==> src/rtl/lp805x_syncarb.sv <==
// rtl/lp805x_syncarb.sv - round-robin write-side arbiter feeding the lp805x_syncg one-word handshake
module lp805x_syncarb #(
    parameter int N   = 4,
    parameter int DW  = 40,
    parameter int TMO = 255
) (
    input  logic                  wclk,
    input  logic                  wrst,
    input  logic [N-1:0]          req,
    input  logic [N*DW-1:0]       req_data,
    output logic [N-1:0]          ack,
    output logic                  wput,
    input  logic                  wrdy,
    output logic [DW-1:0]         data_in,
    output logic [$clog2(N)-1:0]  grant_id,
    output logic                  busy,
    output logic                  err
);

    localparam int IW = $clog2(N);

    typedef enum logic [1:0] {
        S_IDLE = 2'd0,
        S_PUT  = 2'd1,
        S_HOLD = 2'd2
    } state_t;

    state_t          state_q, state_d;
    logic [IW-1:0]   last_q, last_d;
    logic [7:0]      wdog_q, wdog_d;
    logic [N-1:0]    ack_q, ack_d;
    logic            err_q, err_d;
    logic            wput_q, wput_d;
    logic            busy_q, busy_d;
    logic [DW-1:0]   data_q, data_d;
    logic [IW-1:0]   grant_q, grant_d;

    logic [IW-1:0]   win;
    logic            win_found;

    // Scan from the farthest offset down so the nearest requester after last_q wins.
    always_comb begin
        logic [IW-1:0] idx;
        win       = '0;
        win_found = 1'b0;
        idx       = '0;
        for (int i = N; i >= 1; i--) begin
            idx = IW'((int'(last_q) + i) % N);
            if (req[idx]) begin
                win       = idx;
                win_found = 1'b1;
            end
        end
    end

    always_ff @(posedge wclk) begin
        if (!wrst) begin
            state_q <= S_IDLE;
            last_q  <= IW'(N - 1);
            wdog_q  <= '0;
            ack_q   <= '0;
            err_q   <= 1'b0;
            wput_q  <= 1'b0;
            busy_q  <= 1'b0;
            data_q  <= '0;
            grant_q <= '0;
        end else begin
            state_q <= state_d;
            last_q  <= last_d;
            wdog_q  <= wdog_d;
            ack_q   <= ack_d;
            err_q   <= err_d;
            wput_q  <= wput_d;
            busy_q  <= busy_d;
            data_q  <= data_d;
            grant_q <= grant_d;
        end
    end

    always_comb begin
        state_d = state_q;
        case (state_q)
            S_IDLE:  if (win_found && wrdy) state_d = S_PUT;
            S_PUT:   if (wrdy || (wdog_q == 8'(TMO))) state_d = S_HOLD;
            S_HOLD:  state_d = S_IDLE;
            default: state_d = S_IDLE;
        endcase
    end

    // Outputs are computed from the next state so every port comes straight from a flop.
    always_comb begin
        ack_d   = '0;
        err_d   = 1'b0;
        data_d  = data_q;
        grant_d = grant_q;
        last_d  = last_q;
        wdog_d  = wdog_q;
        case (state_q)
            S_IDLE: begin
                if (state_d == S_PUT) begin
                    data_d  = req_data[int'(win)*DW +: DW];
                    grant_d = win;
                    wdog_d  = '0;
                end
            end
            S_PUT: begin
                if (wrdy) begin
                    ack_d[grant_q] = 1'b1;
                    last_d         = grant_q;
                end else if (wdog_q == 8'(TMO)) begin
                    err_d = 1'b1;
                end else begin
                    wdog_d = wdog_q + 8'd1;
                end
            end
            default: ;
        endcase
        wput_d = (state_d == S_PUT);
        busy_d = (state_d != S_IDLE);
    end

    assign ack      = ack_q;
    assign err      = err_q;
    assign wput     = wput_q;
    assign busy     = busy_q;
    assign data_in  = data_q;
    assign grant_id = grant_q;

endmodule

==> config.mk <==
export PLATFORM = sky130hd
export DESIGN_NAME = lp805x_syncarb
export DESIGN_NICKNAME = d
export VERILOG_FILES = /design/src/rtl/lp805x_syncarb.sv
export SDC_FILE = /design/constraint.sdc
export NUM_CORES = 1
export LEC_CHECK = 0
export ABC_AREA = 1
export CORE_MARGIN = 1.5
export CORE_UTILIZATION = 36
export DETAILED_ROUTE_END_ITERATION = 8
export PLACE_DENSITY = 0.82
export SETUP_SLACK_MARGIN = 0.5
export SLEW_MARGIN = 25
export SYNTH_ARGS = -nofsm -noshare
export SYNTH_HDL_FRONTEND = slang
export SYNTH_SLANG_ARGS = --single-unit
==> constraint.sdc <==
create_clock -name wclk -period 1.9 [get_ports wclk]
set_clock_uncertainty 0.15 [all_clocks]
set_input_delay 0.38 -clock wclk [delete_from_list [all_inputs] [get_ports wclk]]
set_output_delay 0.38 -clock wclk [all_outputs]
set_load 0.02 [all_outputs]
# Word-level counts from Yosys, hierarchy flattened
# Index checks and enable logic that the tools add are counted.
[classes]
n_addsub = 5
reduce_logical = 11
mul = 1
mux = 26
n_shift = 1
eq_ne = 6
n_lt_le_gt_ge = 6
bitwise_logic = 2
[ops]
columns = ["operator", "count"]
rows = [
  ["160-bit by 9-bit variable part select with 40-bit output", 1],
  ["8-bit 2-to-1 mux", 3],
  ["8-bit case mux with 2 select lines", 1],
  ["2-bit by 3-bit < comparator with 1-bit output (second input constant)", 5],
  ["2-bit 2-to-1 mux", 6],
  ["1-bit 2-to-1 mux", 10],
  ["8-bit by 1-bit adder with 8-bit output (second input constant)", 1],
  ["1-bit binary-select mux with 2-bit select", 4],
  ["8-bit equality test (second input constant)", 1],
  ["2-bit inequality test (second input constant)", 3],
  ["2-bit by 3-bit multiplier with 5-bit output (second input constant)", 1],
  ["2-bit by 1-bit adder with 2-bit output (second input constant)", 2],
  ["2-bit adder (second input constant)", 2],
  ["2-bit by 1-bit equality test with 1-bit output (second input constant)", 2],
  ["2-bit case mux with 2 select lines", 1],
  ["2-bit AND reduction", 2],
  ["4-bit AND reduction", 1],
  ["2-bit nonzero test", 2],
  ["3-bit AND reduction", 1],
  ["3-bit OR reduction", 1],
  ["1-bit demux with 2-bit select", 1],
  ["2-bit by 1-bit greater-or-equal comparator with 1-bit output (second input constant)", 1],
  ["1-bit logical AND", 2],
  ["2-bit zero test", 1],
  ["other kinds (2)", 3],
]
[totals]
wordCells = 67
in_bits = 167
reg_bits = 61
output_inout_bits = 49

# Logic depth before layout (Yosys ltp)
# Gate-level depths: netlist of the first run.
[logic_depth]
depth_word = 13
mapped_depth = 16

# Worst setup path before layout of the first run
# No wires, ideal clock.
[synth_path]
path_type = "flip-flop to flip-flop"
startpoint = "register wdog_q[0]"
endpoint = "register wdog_q[6]"
stages_incl_launch_ff = 14
synth_period_minus_slack_ps = 1830
required_ps = 1628
arrival_time_ps = 1559
setup_slack_ps = 70
setup_time_ps = 122
n_path_buf = 0
path_cell_list = "dfxtp_1 -> ha_1 -> nand2_1 -> inv_1 -> nand3_1 -> inv_1 -> nand3_1 -> nand2_1 -> nor2_1 -> inv_1 -> nand2_1 -> inv_2 -> o21ai_0 -> a21oi_1"
[synth_between]
elab_chain_len = 7
[synth_rtl]
columns = ["item", "line_no", "source"]
rows = [
  ["start, declared", "30", "logic [7:0] wdog_q, wdog_d;"],
  ["start signal, assigned", "70", "wdog_q <= wdog_d;"],
  ["8-bit equality test", "84, 110", ""],
  ["1-bit logical OR", "84", "S_PUT: if (wrdy || (wdog_q == 8'(TMO))) state_d = S_HOLD;"],
  ["2-bit 2-to-1 mux", "84", ""],
  ["2-bit case mux with 2 select lines", "82", "case (state_q)"],
  ["2-bit by 1-bit equality test with 1-bit output", "100", "if (state_d == S_PUT) begin"],
  ["2-bit inequality test (no source line)", "-", ""],
  ["4-bit AND reduction (no source line)", "-", ""],
]
# Several ways; a longest one is shown, not always the timed one. The select of a mux whose other input is x is not followed.
# A chain may end at the register's enable or synchronous reset.

# Worst setup path after layout of the first run
[layout_path]
startpoint = "register last_q[0]"
endpoint = "register data_q[13], in the netlist data_in[13]"
[layout_between]
elab_chain_len = 12
[layout_rtl]
columns = ["item", "line_no", "source"]
rows = [
  ["start, declared", "29", "logic [IW-1:0] last_q, last_d;"],
  ["start signal, assigned", "59", "last_q <= IW'(N - 1);"],
  ["start signal, assigned", "69", "last_q <= last_d;"],
  ["parallel branches: the longest is 12 deep, another holds 2-bit by 3-bit multiplier with 5-bit output", "-", ""],
  ["end signal, assigned", "75", "data_q <= data_d;"],
  ["end, declared", "35", "logic [DW-1:0] data_q, data_d;"],
]
# Parallel ways; which one is timed is not known. The select of a mux whose other input is x is not followed.

==> results of run 1 <==
==> how the worst max path moves through the flow <==
| stage | endpoint | slack, ns | cells after the start | startpoint |
|---|---|---|---|---|
| after floorplan | data_in[6] | 0.15 | 14 | last_q[0] |
| after global placement | data_in[30] | -0.60 | 14 | req[3] |
| after global routing | data_in[24] | -0.31 | 14 | last_q[1] |
| final | data_in[13] | -0.22 | 13 | last_q[0] |
| after CTS | data_in[29] | -0.11 | 15 | last_q[0] |
| after detailed placement | data_in[30] | -0.67 | 14 | req[2] |
==> routing by layer <==
metal / vias to the layer above / track usage
li1: 2694 / -
met1: 2618 / 0.318
met2: 334 / 0.462
met3: 64 / 0.0587
met4: 0 / 0.105
met5: - / 0
==> power by group through the flow <==
| stage | clock network [mW] | registers [mW] | logic [mW] |
|---|---|---|---|
| 2_1_floorplan | 0 | 1.67 | 1.06 |
| 3_3_place_gp | 0 | 1.52 | 2.29 |
| 3_5_place_dp | 0 | 1.52 | 2.32 |
| 4_1_cts | 1.34 | 1.49 | 2.54 |
| 5_1_grt | 1.40 | 1.51 | 3.35 |
| 6_report | 1.33 | 1.50 | 3.15 |
==> cells by family after synthesis <==
logic type,count (synthesis)
AOI/OAI and AO/OA,18
xor gates and xnor gates,4
adders and majority gates,1
buffers and inverters,134
DFF,61
and+or+nand+nor,455
==> worst max-delay path, cell delays in order, from the launching register on <==
cell     delay (ns)
dfxtp_2        0.34
buf_12         0.14
o21ai_4        0.22
nand2_2        0.09
nand2_2        0.08
inv_2          0.05
nand3_4        0.17
nand2_8        0.13
buf_12         0.16
buf_16         0.14
nand2_2        0.06
nand3_2        0.08
nand3_2        0.09
nand2_1        0.08
==> sequential cells by signal (all words and copies together), names as in the netlist <==
| register | count |
|---|---|
| wdog_q | 8 |
| grant_id | 2 |
| busy | 1 |
| state_q | 2 |
| data_in | 40 |
| last_q | 2 |
| wput | 1 |
| err | 1 |
| ack | 4 |
==> final cells by class <==
type,instances,area (um^2),share of cell area
Multi-Input combinational cell,478,2890,0.360
Tap cell,140,175,0.0218
Clock buffer,9,124,0.0154
Sequential cell,61,1250,0.156
Inverter,90,377,0.0469
Clock inverter,7,98.8,0.0123
Timing Repair Buffer,300,3110,0.388
==> cells in the mapped netlist (all sizes together) <==
cell    count  area share
nand3b      1      0.0019
ha          1      0.0032
clkinv      1     0.00095
clkbuf     11       0.010
nand2     195        0.19
o21a        1      0.0019
nor4        3      0.0047
xnor2       1      0.0022
a22o        1      0.0022
o21ai       5      0.0063
a21oi       9       0.011
nand3     208        0.27
nor3        4      0.0051
o211ai      2      0.0038
xor2        3      0.0066
buf        33       0.046
nand4       2      0.0047
nor2       41       0.039
inv        89       0.085
and2        1      0.0016
dfxtp      61        0.31
==> per-stage QoR <==
stage | hold slack (ns) | instances | area, um^2 | power, mW
after global routing | 0.311 | 1085 | 8030 | 6.26
after floorplan | 0.308 | 673 | 4030 | 2.73
after global placement | 0.287 | 1031 | 6640 | 3.81
after detailed placement | 0.292 | 1031 | 6640 | 3.84
after CTS | 0.303 | 1060 | 7090 | 5.38
final | 0.307 | 1085 | 8030 | 5.99
==> placed cells by master, fill, tap and decap left out, types with 2 or more instances in the layout <==
cell type and n:
buf_6 17, nor2_1 36, bufinv_16 2, buf_16 4
dfxtp_4 5, xor2_1 3, o211ai_1 2, nor2_2 3
buf_4 66, nor3_1 3, nand3_1 140, dfxtp_2 9
clkbuf_16 7, nand3_2 63, dfxtp_1 47, o21ai_1 3
nand2_8 3, clkinv_4 2, nand2_2 45, a21oi_1 7
nand2_4 15, inv_1 79, inv_2 6, buf_12 17
nand2_1 132, nor2_4 2, nand3_4 5, inv_4 2
dlygate4sd2_1 5, buf_8 3, clkdlybuf4s50_1 161, buf_2 19
clkbuf_8 9, a21oi_2 2
==> repair_timing <==
item,4_1_cts,5_1_grt
gates cloned,3,9
endpoints found under the setup margin,109,86
pin swaps,17,45
hold endpoints to repair,0,0
resized for setup,282,164
buffers inserted,10,16
==> summary.md, run 1 <==
| Metric | Value |
|---|---|
| Actual slew at the worst max-slew pin | `around 0.27 ns` |
| RSZ-0062 raised after global routing | `true` |
| Syn avg cell area | `around 5.9 um^2` |
| Top layer in use | `met4` |
| Critical path data arrival time | `between 2 and 2.5 ns` |
| CTS Buffer Depth | `2` |
| DR WL met2 | `~9000 um` |
| Pwr Density | `746 nW/um^2` |
| Die area | `11600 um^2` |
| Complex-gate fraction of the synthesized area | `0.0256` |
| Int Pwr | `3.72 mW` |
| FILL cells | `slightly above 800` |
| Register bit total from synthesis | `61` |
| Post-route ant nets | `0` |
| Crit path max fanout | `8` |
| Adder-cell share of the synthesized area | `0.00316` |
| Starting Density | `0.367` |
| Setup slack after layout | `-0.219 ns` |
| R2R Setup Slk | `-0.22 ns` |
| Gr usage total | `0.266` |
| Hold depth | `2` |
| Crit path kind | `flip-flop to flip-flop` |
| Starting DRC count in detailed routing | `526` |
| Wirelength, routed | `18400 um` |
| R2R depth | `13` |
| Post-Synth XOR/XNOR Area | `0.00884` |
| Crit path required time | `~2.0 ns` |
| Net Sw Frac | `0.379` |
| IO Pins | `216` |
| Largest net degree at the start of global routing | `52` |
| Sequential fraction of the synthesis area | `0.308` |
| Nets | `approximately 1.1k` |
| Clock power share | `0.223` |
| First-pass GRT wire length | `approximately 24000 um` |
| Via count | `roughly 5.7k` |
| Routed WL per cell | `17.0 um` |
| TritonCTS Buffers | `9` |
| Worst Min Path Start | `data_in[30]` |
| Placeable Area | `between 10000 and 15000 um^2` |
| Area of the mapped netlist | `approximately 4000 um^2` |
| Lkg Pwr | `~3.9 nW` |
| Simple-Gate Fraction of Synth Area | `0.511` |
| Max cap viols | `0` |
| Net Sw Power | `2.27 mW` |
| Seq pwr share | `0.251` |
| Relative slew slack | `0.823` |
| Yosys warns | `0` |
| Final core utilization | `0.744` |
| Tmin final | `approximately 2.1 ns` |
| FF-to-FF End | `data_in[13]` |
| # port buffers | `215` |
| Post-Syn Instances | `~670` |
| Library cells used by synthesis | `32` |
| RD Place Congestion | `0.884` |
| Gr ovfl total | `0` |
| Peak VDD IR | `about 0.42 mV` |
| Largest family of logic cells by synthesized area | `simple AND/OR/NAND/NOR gates` |
| Metal3 WL | `roughly 1700 um` |
| Worst Hold Class | `flip-flop to flip-flop` |
| Critical R2R Launch | `last_q[0]` |
| Multiplexer share of the synthesized area | `0` |
| # setup viols final | `just over 40` |
| Diode count | `0` |
| DRT met1 WL | `6970 um` |
| Final Hold Viols | `0` |
| Vias/cell | `about 5.3` |
| Clk pin slew, worst setup/hold paths | `around 0.080 ns` |
| Final-report max-slew violation count | `0` |
| Die X | `approximately 110 um` |
| Vias in the first global route | `5084` |
| Die height | `108 um` |
| Hold endpoint | `data_in[30]` |
| CTS H-tree depth | `3` |
| Element type at the critical path start | `flip-flop` |
| DRC viols | `0` |
| Failing checks | `setup timing` |
| Max Clk Rate | `about 470 MHz` |
| Initial antenna violation count | `0` |
| DP Wirelength | `around 11000 um` |
| Root Buffer Master | `clkbuf_8` |
| Critical Path End Type | `flip-flop` |
| Hold buffers post-CTS | `0` |
| CTS sink cnt | `61` |
| Layout overhead on the synthesized area | `103%` |
| Fin Setup TNS | `-5.96 ns` |
| Final period util | `1.12` |
| Post-place setup slack | `-0.667 ns` |
| CTS tree | `done` |
| Status | `complete, but fails checks` |
| Worst-skew pair later-pin latency | `between 0.3 and 0.4 ns` |
| FP Rows | `38` |
| DRT Pass-1 Iters | `6` |
| Layout cells sized above 1 | `0.339` |
| Net Count, Synth | `between 800 and 900` |
| Comb power frac | `0.527` |
No activity file was read; power rests on OpenSTA's default activity.
==> run 2, diff against run 1 <==
- CORE_UTILIZATION: 36 -> 40
- PLACE_DENSITY: 0.82 -> 0.86
- SKIP_CTS_REPAIR_TIMING: default -> 1
- clock period: 1.9 -> 2.4 ns (I/O delays scaled with it)
==> summary.md, run 2 (synthesis gave the netlist of run 1 again) <==
| Metric | Value |
|---|---|
| Critical Path End Type | `flip-flop` |
| Nets | `1077` |
| Gr ovfl total | `0` |
| Seq pwr share | `0.247` |
| CTS Buffer Depth | `2` |
| Slowest CP cell | `dfxtp_4` |
| Die height | `approximately 100 um` |
| FILL cells | `~520` |
| Clock power share | `0.223` |
| Final period util | `0.929` |
| Finished layout cell area | `about 8000 um^2` |
| FF-to-FF End | `data_in[23]` |
| Net Sw Power | `around 1.9 mW` |
| Worst Min Path Start | `data_in[28]` |
| Largest net degree at the start of global routing | `43` |
| Dpl cell area | `between 6000 and 7000 um^2` |
| Layout cells sized above 1 | `0.281` |
| CTS sink cnt | `slightly above 60` |
| Max Clk Rate | `about 450 MHz` |
| Gr usage total | `0.253` |
| CTS tree | `done` |
| Worst Setup SP | `last_q[0]` |
| Routed WL per cell | `between 15 and 20 um` |
| RSZ-0062 raised after global routing | `true` |
| Diode count | `0` |
| Clk pin slew, worst setup/hold paths | `roughly 0.080 ns` |
| Die X | `approximately 100 um` |
| Max reg flops | `40` |
| # setup viols final | `0` |
| Crit path max fanout | `8` |
| Hold depth | `2` |
| Status | `finished clean` |
| Die area | `between 10000 and 15000 um^2` |
| R2R Setup Slk | `0.17 ns` |
| Hold endpoint | `data_in[28]` |
| Placeable Area | `roughly 9700 um^2` |
| DRC viols | `0` |
| Tmin final | `approximately 2.2 ns` |
| TritonCTS Buffers | `9` |
| Initial antenna violation count | `0` |
| Worst-skew pair later-pin latency | `0.34 ns` |
| RD Place Congestion | `about 0.95` |
| FP Rows | `36` |
| DP Wirelength | `a little over 10000 um` |
| DRT Pass-1 Iters | `5` |
| Worst Hold Class | `flip-flop to flip-flop` |
| # port buffers | `215` |
| Starting Density | `0.409` |
| Peak VDD IR | `0.417 mV` |
| Most frequent cells in the layout | `clkdlybuf4s50_1 (163), nand3_1 (121), nand2_1 (118), nand3_2 (86), inv_1 (81)` |
| Actual slew at the worst max-slew pin | `about 0.33 ns` |
| Via count | `between 5k and 6k` |
| Max incr delay on CP | `roughly 0.46 ns` |
| Comb power frac | `0.530` |
| Int Pwr | `about 3.0 mW` |
| Vias in the first global route | `approximately 4.5k` |
| Total power | `between 4 and 5 mW` |
| Pwr Density | `about 590 nW/um^2` |
| IO Pins | `approximately 220` |
| Final Hold Viols | `0` |
| Most common cell after layout, fill and taps aside | `clkdlybuf4s50_1` |
| Element type at the critical path start | `flip-flop` |
| Worst-path cell chain | `clkinv_8 > nand2_4 > nand3_1 > nand2_1 > inv_1 > nand2_2 > nand3_4 > buf_12 > buf_12 > nand2_8 > buf_6 > nand2_2 > nand3_1 > nand3_2 > nand2_1` |
| Net Sw Frac | `0.388` |
| CTS H-tree depth | `3` |
| Vias/cell | `roughly 5.7` |
| Final-report max-slew violation count | `0` |
| Critical path data arrival time | `approximately 2.4 ns` |
| Root Buffer Master | `clkbuf_8` |
| Crit path required time | `2.53 ns` |
| Relative slew slack | `0.780` |
| Layout overhead on the synthesized area | `106%` |
| Wirelength, routed | `20100 um` |
| Starting DRC count in detailed routing | `roughly 460` |
| Lkg Pwr | `4.54 nW` |
| Crit path kind | `flip-flop to flip-flop` |
| Critical R2R Launch | `last_q[0]` |
| R2R depth | `15` |
| First-pass GRT wire length | `21000 um` |
| Post-route ant nets | `0` |
| Max cap viols | `0` |
## run 2: changes by cell type in the layout (fill, tap and decap cells not counted), moves of 7 or more
cell and delta:
nand2_1 -14, buf_6 -10, dfxtp_2 -7, buf_4 -52, nand3_1 -19, dlymetal6s2s_1 +52
nand2_4 +9, nand3_2 +23, dfxtp_1 +10, buf_2 -19
## run 2: power groups by stage
stage | sequential, mW | combinational (mW) | clock [mW]
after floorplan | 1.32 | 0.821 | 0
after global placement | 1.20 | 1.68 | 0
after detailed placement | 1.21 | 1.69 | 0
after CTS | 1.19 | 1.70 | 1.06
after global routing | 1.20 | 2.69 | 1.13
final | 1.19 | 2.55 | 1.07
## run 2: critical path, delay by kind of cell (launching register included)
| kind | cells | cell delay (ns) |
|---|---|---|
| buffers and inverters | 5 | 0.60 |
| flip-flops | 1 | 0.46 |
| AND/OR/NAND/NOR | 10 | 0.95 |
## run 2: worst max-delay path by stage
stage / endpoint / cells past startpoint
after floorplan: data_in[6] / 14
after global placement: data_in[5] / 15
after detailed placement: data_in[5] / 15
after CTS: data_in[5] / 15
after global routing: data_in[17] / 15
final: data_in[23] / 15
## run 2: layer usage
layer  up-vias  global-route usage  part of all wire  routed length, um
li1       2621                   -                 -                  -
met1      2753               0.326              0.35               7130
met2       454               0.415              0.51              10200
met3       119              0.0522             0.085               1710
met4         0               0.101             0.053               1070
met5         -                   0                 0                  0
## run 2: layout make-up
cell class / instances / area, um^2 / area share
timing repair buffer: 267 / 3130 / 0.384
clock inverter: 4 / 70.1 / 0.00859
sequential: 61 / 1230 / 0.151
clock buffer: 12 / 155 / 0.0190
multi-input combinational: 480 / 3040 / 0.373
tap: 133 / 166 / 0.0204
inverter: 90 / 358 / 0.0439
## run 2: per-stage QoR
stage	setup TNS [ns]	util	worst slack [ns]	std cells	hold WS, ns
after global placement	-3.01	0.654	-0.193	999	0.286
final	0	0.842	0.170	1047	0.293
after CTS	0	0.678	0.136	1015	0.304
after detailed placement	-4.50	0.654	-0.230	999	0.290
after global routing	0	0.842	0.0195	1047	0.312
after floorplan	0	-	0.565	673	0.315
==> run 3, diff against run 2 <==
- SETUP_SLACK_MARGIN: 0.5 -> default
==> summary.md, run 3 (synthesis gave the netlist of run 1 again) <==
| Metric | Value |
|---|---|
| DP Wirelength | `between 10000 and 15000 um` |
| Clk pin slew, worst setup/hold paths | `around 0.070 ns` |
| Seq pwr share | `0.303` |
| Routed WL per cell | `13.3 um` |
| Max incr delay on CP | `approximately 0.45 ns` |
| Starting Density | `0.409` |
| Die height | `103 um` |
| Slowest CP cell | `clkdlybuf4s50_1` |
| Vias in the first global route | `4450` |
| Final core utilization | `0.678` |
| Most frequent cells in the layout | `clkdlybuf4s50_1 (215), nand3_1 (207), nand2_1 (192), inv_1 (84), dfxtp_1 (61)` |
| CTS sink cnt | `61` |
| CP top delay family | `simple AND/OR/NAND/NOR gates` |
| Die X | `~100 um` |
| Int Pwr | `2.57 mW` |
| DRT Pass-1 Iters | `5` |
| Final period util | `0.908` |
| Net Sw Frac | `0.345` |
| M2 GR Usage | `0.415` |
| Lkg Pwr | `between 3 and 4 nW` |
| TritonCTS Buffers | `9` |
| IO Pins | `about 220` |
| First-pass GRT wire length | `21000 um` |
| Worst Hold Class | `flip-flop to flip-flop` |
| Layout cells sized above 1 | `0.0567` |
| Crit path max fanout | `13` |
| Actual slew at the worst max-slew pin | `between 0.3 and 0.4 ns` |
| CTS H-tree depth | `3` |
| Most used routing layer in global routing | `met2` |
| Final Hold Viols | `0` |
| Crit path top cell by count | `nand2_1` |
| Element type at the critical path start | `input pin` |
| DRC viols | `0` |
| Fin Hold WS | `around 0.3 ns` |
| Critical path data arrival time | `~2.3 ns` |
| Tmin final | `around 2.2 ns` |
| RD Place Congestion | `~0.95` |
| FILL cells | `845` |
| Worst-path cell chain | `clkdlybuf4s50_1 > inv_1 > o21ai_1 > nand2_1 > nand2_1 > nand2_2 > nand2_1 > nand2_2 > nand2_4 > buf_4 > nand2_1 > nand3_1 > nand3_1 > nand2_1 > inv_1` |
| Net Sw Power | `1.35 mW` |
| Vias/cell | `4.92` |
| Grt met1 use | `0.326` |
| Crit path kind | `input pin to flip-flop` |
| Max reg flops | `40` |
| # setup viols final | `0` |
| Nets | `~1.0k` |
| CTS Buffer Depth | `2` |
| Met3 usage | `0.0522` |
| Total power | `a little under 4 mW` |
| RSZ-0062 raised after global routing | `false` |
| Critical Path End Type | `flip-flop` |
| Comb power frac | `0.432` |
| Pwr Density | `a little under 600 nW/um^2` |
| Max cap viols | `0` |
| FP Rows | `36` |
| Gr usage total | `0.253` |
| Initial antenna violation count | `0` |
| Crit path required time | `2.48 ns` |
| Starting DRC count in detailed routing | `approximately 280` |
| Wirelength, routed | `between 10000 and 15000 um` |
| Post-place setup slack | `-0.230 ns` |
| Layout overhead on the synthesized area | `65.9%` |
| Diode count | `0` |
| Most common cell after layout, fill and taps aside | `clkdlybuf4s50_1` |
| Largest net degree at the start of global routing | `43` |
| Via count | `~5k` |
| Setup slack after layout | `between 0.2 and 0.25 ns` |
| Final-report max-slew violation count | `0` |
| Status | `finished clean` |
| CTS tree | `done` |
| Gr ovfl total | `0` |
| Peak VDD IR | `roughly 0.36 mV` |
| Worst-skew pair later-pin latency | `between 0.3 and 0.4 ns` |
| Post-route ant nets | `0` |
| Placeable Area | `9680 um^2` |
| Clock power share | `0.265` |
| Max Clk Rate | `~460 MHz` |
| Root Buffer Master | `clkbuf_8` |
| Relative slew slack | `0.787` |
| Die area | `between 10000 and 15000 um^2` |
| # port buffers | `~220` |
| CP Buf/Inv Count | `4` |
==> run 3: power by group through the flow <==
stage	clock (mW)	sequential, mW	combinational, mW
after CTS	1.06	1.19	1.70
after floorplan	0	1.32	0.821
after global routing	1.11	1.20	1.86
after global placement	0	1.20	1.68
final	1.04	1.19	1.69
after detailed placement	0	1.21	1.69
==> run 3: final cells by class <==
class                           count  area [um^2]  share of cell area
Multi-Input combinational cell    478         2180               0.332
Sequential cell                    61         1220               0.186
Clock buffer                       12          155              0.0236
Tap cell                          133          166              0.0253
Clock inverter                      4         70.1              0.0107
Inverter                           90          340              0.0518
Timing Repair Buffer              237         2440               0.371
==> run 3: worst paths after layout <==
kind | startpoint | endpoint | slack, ns | cells after the start
max | req[1] | data_in[36] | 0.22 | 15
min | data_in[28] | data_in[28] | 0.30 | 2
max reg2reg | last_q[0] | data_in[5] | 0.25 | 14
min reg2reg | data_in[28] | data_in[28] | 0.30 | 2
==> run 3: worst register-to-register path, stage by stage (launching register included) <==
cell and delay, ns:
dfxtp_1 0.51, inv_4 0.11, nand2_1 0.07, nand2_1 0.08, nand2_1 0.09, nand2_1 0.07
nand2_2 0.09, nand2_1 0.06, nand2_2 0.14, buf_8 0.26, nand3_1 0.12, nand3_1 0.13
nand3_1 0.09, nand2_1 0.06, inv_1 0.03
==> run 3: stage by stage <==
step	TNS, ns	cells	area (um^2)
after global routing	0	1015	6570
after floorplan	0	673	3960
after global placement	-3.01	999	6340
final	0	1015	6570
after CTS	0	1015	6560
after detailed placement	-4.50	999	6340
==> run 3: metal layers <==
layer | vias up | wire (um)
met3 | 29 | 991
met1 | 2210 | 5550
li1 | 2552 | -
met4 | 0 | 359
met5 | - | 0
met2 | 207 | 6610
